===== config.mk =====
export PLATFORM = sky130hd
export DESIGN_NAME = vram_arbiter
export DESIGN_NICKNAME = d
export VERILOG_FILES = /design/src/rtl/vram_pkg.sv /design/src/rtl/vram_arbiter.sv
export SDC_FILE = /design/constraint.sdc
export NUM_CORES = 1
export LEC_CHECK = 0
export ABC_AREA = 1
export BUFFER_PORTS_ARGS = -buffer_cell sky130_fd_sc_hd__buf_2
export CAP_MARGIN = 20
export CORE_ASPECT_RATIO = 1.25
export CORE_MARGIN = 4
export CORE_UTILIZATION = 46
export DETAILED_ROUTE_END_ITERATION = 8
export HOLD_SLACK_MARGIN = 0.03
export PLACE_DENSITY = 0.76
export SLEW_MARGIN = 20
export SYNTH_ARGS = -nofsm -noshare
export SYNTH_HDL_FRONTEND = slang
export SYNTH_SLANG_ARGS = --single-unit

===== constraint.sdc =====
create_clock -name clock -period 1.6 [get_ports clock]
set_input_delay 0.16 -clock clock [delete_from_list [all_inputs] [get_ports clock]]
set_output_delay 0.16 -clock clock [all_outputs]
set_load 0.005 [all_outputs]

===== src/rtl/vram_pkg.sv =====
// rtl/vram_pkg.sv - shared types and constants for the VRAM arbiter
//
// Purpose: FSM state encoding and default VRAM geometry used by vram_arbiter.
// Ports:   none (package).

package vram_pkg;

    localparam int VRAM_AW = 16;
    localparam int VRAM_DW = 8;

    typedef enum logic [1:0] {
        IDLE  = 2'd0,
        PEND  = 2'd1,
        RDATA = 2'd2,
        ACK   = 2'd3
    } vram_state_t;

endpackage


===== src/rtl/vram_arbiter.sv =====
// rtl/vram_arbiter.sv - single-port VRAM sharing between video scanout and CPU
//
// Purpose: video fetch owns the RAM whenever it requests; one CPU access at a
//          time is latched and issued in the first cycle video leaves free.
// Ports:
//   clock, reset          system clock, synchronous active-high reset
//   vid_req, vid_a        video request and address for this cycle
//   vid_q                 video read data (RAM output passthrough)
//   cpu_req, cpu_we       CPU request (sampled in IDLE) and write select
//   cpu_a, cpu_d          CPU address and write data
//   cpu_q                 CPU read data, registered, held until next read
//   cpu_ready             one-cycle completion pulse
//   cpu_starve            pending CPU op has waited WAIT_LIMIT cycles
//   ram_a, ram_d, ram_we  RAM macro address / write data / write enable
//   ram_q                 RAM read data, valid the cycle after the address

module vram_arbiter
    import vram_pkg::*;
#(
    parameter int AW         = VRAM_AW,
    parameter int DW         = VRAM_DW,
    parameter int WAIT_LIMIT = 255
) (
    input  logic          clock,
    input  logic          reset,
    input  logic          vid_req,
    input  logic [AW-1:0] vid_a,
    output logic [DW-1:0] vid_q,
    input  logic          cpu_req,
    input  logic          cpu_we,
    input  logic [AW-1:0] cpu_a,
    input  logic [DW-1:0] cpu_d,
    output logic [DW-1:0] cpu_q,
    output logic          cpu_ready,
    output logic          cpu_starve,
    output logic [AW-1:0] ram_a,
    output logic [DW-1:0] ram_d,
    output logic          ram_we,
    input  logic [DW-1:0] ram_q
);

    localparam int            CW    = $clog2(WAIT_LIMIT + 1);
    localparam logic [CW-1:0] LIMIT = CW'(WAIT_LIMIT);

    vram_state_t   state_q, state_d;
    logic [AW-1:0] lat_a_q, lat_a_d;
    logic [DW-1:0] lat_d_q, lat_d_d;
    logic          lat_we_q, lat_we_d;
    logic [CW-1:0] cnt_q, cnt_d;
    logic [DW-1:0] cpu_q_q, cpu_q_d;
    logic          ready_q, ready_d;
    logic          starve_q, starve_d;

    // CPU op is issued exactly when it is pending and video leaves the cycle free.
    logic cpu_issue;
    assign cpu_issue = (state_q == PEND) && !vid_req;

    always_comb begin
        state_d  = state_q;
        lat_a_d  = lat_a_q;
        lat_d_d  = lat_d_q;
        lat_we_d = lat_we_q;
        cnt_d    = cnt_q;
        cpu_q_d  = cpu_q_q;

        unique case (state_q)
            IDLE: begin
                if (cpu_req) begin
                    lat_a_d  = cpu_a;
                    lat_d_d  = cpu_d;
                    lat_we_d = cpu_we;
                    state_d  = PEND;
                end
            end
            PEND: begin
                if (vid_req) begin
                    if (cnt_q != LIMIT) begin
                        cnt_d = cnt_q + CW'(1);
                    end
                end else begin
                    cnt_d   = '0;
                    state_d = lat_we_q ? ACK : RDATA;
                end
            end
            RDATA: begin
                // ram_q belongs to the CPU address issued last cycle, even if
                // video has already taken the RAM again this cycle.
                cpu_q_d = ram_q;
                state_d = ACK;
            end
            ACK: begin
                state_d = IDLE;
            end
            default: begin
                state_d = IDLE;
            end
        endcase

        ready_d  = (state_d == ACK);
        starve_d = (state_d == PEND) && (cnt_d == LIMIT);
    end

    always_ff @(posedge clock) begin
        if (reset) begin
            state_q  <= IDLE;
            lat_a_q  <= '0;
            lat_d_q  <= '0;
            lat_we_q <= 1'b0;
            cnt_q    <= '0;
            cpu_q_q  <= '0;
            ready_q  <= 1'b0;
            starve_q <= 1'b0;
        end else begin
            state_q  <= state_d;
            lat_a_q  <= lat_a_d;
            lat_d_q  <= lat_d_d;
            lat_we_q <= lat_we_d;
            cnt_q    <= cnt_d;
            cpu_q_q  <= cpu_q_d;
            ready_q  <= ready_d;
            starve_q <= starve_d;
        end
    end

    // Grant mux: video address by default, latched CPU op only when issued.
    always_comb begin
        ram_a  = vid_a;
        ram_d  = lat_d_q;
        ram_we = 1'b0;
        if (cpu_issue) begin
            ram_a  = lat_a_q;
            ram_we = lat_we_q && !reset;
        end
    end

    assign vid_q      = ram_q;
    assign cpu_q      = cpu_q_q;
    assign cpu_ready  = ready_q;
    assign cpu_starve = starve_q;

endmodule


==> metrics <==
met2 layer usage reported by global route 34.4%; DP HPWL 3850 µm; clk_lat worst skew 0.30 ns; CP required 1.44 ns; Reg area 905 µm²; gr busiest metal met2; Post-Synthesis Cells 311; die footprint 5680 µm²; Max Clock Freq 0.662 GHz; vias in the first global route 2089; Buffers & Inverters on Critical Path 2; Leak 1.39 nW; CP max-delay cell dfxtp_1; CP Launch Point state_q[1]$_SDFF_PP0_; status finished clean; Worst path top cell family by delay simple AND/OR/NAND/NOR gates; core area 4390 µm²; Num CTS Buffers 5; Clock Pin Slew Worst Setup and Hold Paths 0.09 ns; Internal Power 1.82 mW; Yosys top cell area share 43.2%; first-pass GRT wire length 8820 µm; grt total ovfl 0; switching pwr 701 µW; # rows 27; Multi-input gate area 1000 µm²; post-synthesis register bit count 45; gp weighted congestion 0.911; Slew @ Worst Pin 0.723 ns; Net Sw Frac 27.8%; area growth from synthesis to layout 30.1%; Yosys cell types 23; Max VDD drop 0.591 mV; crit path to ram_we; YS warnings 0; GR Util met1 22.2%; average via count per standard cell 4.78; count leader, synth nor2_1; R2R Setup Slk 0.16 ns; CP Capture Type output pin; Ports 96; pin count of the biggest net entering global routing 34; Final setup viols 0; combinational power share 18.7%; # clock sinks 45; post-layout util 61.8%; Worst slew margin 51.8%; CTS Buffer Depth 2; commonest cells in the synthesized netlist nor2_1, nand2_1, dfxtp_1, o21ai_0, inv_1; Mapped Nets 365; worst r2r path cells 10; Crit path depth 5; worst-path cell chain nor2_4, nand2_4, buf_8, nor3_1, buf_2; port bufs 95; Initial DRT Pass Iterations 4; area leader, netlist dfxtp_1; Post-Syn Area 2080 µm²; die width 68.2 µm; clock power share 31.6%; CP startpoint kind register; Post-synth ARST share 0%; ant diodes 0; Filler Cell Count 445; Fin Clk Skew 0.0107 ns; CP peak stage delay 0.36 ns; WL/cell 11.2 µm; Iteration-0 DRC Markers 78; initial antenna violation count 0; Die Y 83.3 µm; CP Data Arrival Time 1.35 ns; Layout Nets 456; top post-synthesis cells by area dfxtp_1, nor2_1, nand2_1, o21ai_0, nand3_1; Crit Path Class reg -> out; crit path time final 1.51 ns; Reg-to-Reg End cpu_starve$_SDFF_PP0_; endpoints failing hold 0; layout cells sized above 1 32.8%; Post-CTS Hold Fix Bufs 0; DRC 0; sequential element share of the synthesized area 43.2%; Tightest Hold Check Type in -> reg; max-slew violation count 0; final worst path period share 94.5%; DR vias 2203; Synth Area per Inst 6.70 µm²; WL final 5170 µm; Clock Tree Root clkbuf_8; Max H-tree Level 2; TritonCTS clock tree yes; GRT Total Usage 19.6%; Post-DRT Antenna Nets 0; Reg2Reg Launch Point cnt_q[0]$_SDFF_PP0_; crit path max fanout 16; Seq pwr share 49.8%; Power Density 928 nW/µm²; M3 GR Usage 5.14%; max-cap check violation count 0; worst hold slack 0.0978 ns; top_reg_cell synth dfxtp_1; Post-synth EDFFs 0; starting density of the core 47.5%
-- cell usage in the layout, fill, tap and decap left out, types with 3 or more instances in the layout --
cell type | netlist | final
buf_2 | 5 | 95
nor2_1 | 85 | 84
nand2_1 | 73 | 73
dfxtp_1 | 45 | 42
o21ai_0 | 32 | 32
inv_1 | 15 | 15
nand3_1 | 12 | 12
buf_4 | 8 | 8
clkbuf_8 | 0 | 7
inv_2 | 5 | 4
nand4_1 | 4 | 4
nor3_1 | 3 | 3
nand2_2 | 3 | 3
dfxtp_2 | 0 | 3
-- worst register-to-register path, delay by kind of cell (launching register included) --
family	cells	cell delay, ns
fa+ha+maj	1	0.22
buf+inv	1	0.06
flops	1	0.34
simple gates	8	0.76
-- per-layer routing --
metal | vias up | wire [µm]
li1 | 1152 | -
met1 | 979 | 2090
met2 | 61 | 2640
met3 | 11 | 339
met4 | 0 | 98
met5 | - | 0
-- cells by family after synthesis --
kind of cell	after synthesis	share of synthesized area [%]
compound gates	39	9.48
fa+ha+maj	1	0.600
buf+inv	40	9.30
flops	45	43.2
simple gates	186	37.4
-- state kept, by name, indices dropped and copies added, names as in the netlist --
register,cells
lat_a_q,16
cpu_ready,1
lat_we_q,1
ram_d,8
cnt_q,8
cpu_starve,1
state_q,2
cpu_q,8
-- how the worst min path moves through the flow --
stage / end / from / slack, ns / depth (start not counted)
global placement: lat_a_q[3]$_SDFFE_PP0P_ / cpu_a[3] / 0.40 / 3
global route: lat_a_q[3]$_SDFFE_PP0P_ / cpu_a[3] / 0.11 / 3
floorplan: lat_a_q[3]$_SDFFE_PP0P_ / cpu_a[3] / 0.31 / 2
CTS: lat_a_q[3]$_SDFFE_PP0P_ / cpu_a[3] / 0.09 / 3
finish: lat_a_q[11]$_SDFFE_PP0P_ / cpu_a[11] / 0.1 / 3
detailed placement: lat_a_q[3]$_SDFFE_PP0P_ / cpu_a[3] / 0.41 / 3
-- per-stage QoR --
stage               cell area [µm²]  std cells  total power [mW]  worst slack (ns)  TNS, ns
floorplan                      2080        311              1.55             0.323        0
global placement               2550        449              1.72             0.206        0
detailed placement             2550        449              1.73             0.165        0
CTS                            2660        457              2.52            0.0234        0
global route                   2710        461              2.67           -0.0112  -0.0202
finish                         2710        461              2.52            0.0885        0
-- cell type report --
type | instances | area share [%]
Clock buffer | 7 | 3.55
Tap cell | 58 | 2.68
Multi-Input combinational cell | 226 | 36.9
Clock inverter | 1 | 0.323
Timing Repair Buffer | 104 | 20.3
Inverter | 20 | 2.95
Sequential cell | 45 | 33.3
-- power groups by stage --
stage	Clock (mW)	Combinational, mW	Sequential (mW)
2_1_floorplan	0	0.278	1.27
3_5_place_dp	0	0.457	1.28
3_3_place_gp	0	0.448	1.27
5_1_grt	0.854	0.549	1.26
4_1_cts	0.808	0.462	1.25
6_report	0.795	0.469	1.25
-- repair_timing --
| action | CTS | global route |
|---|---|---|
| resized for setup | 2 | 8 |
| pin swaps | 0 | 1 |
| buffers inserted | 0 | 4 |
| endpoints found under the hold margin | 0 | 0 |
| endpoints found under the setup margin | 17 | 18 |
| gates cloned | 0 | 0 |
Power figures use the tool's default switching activity.
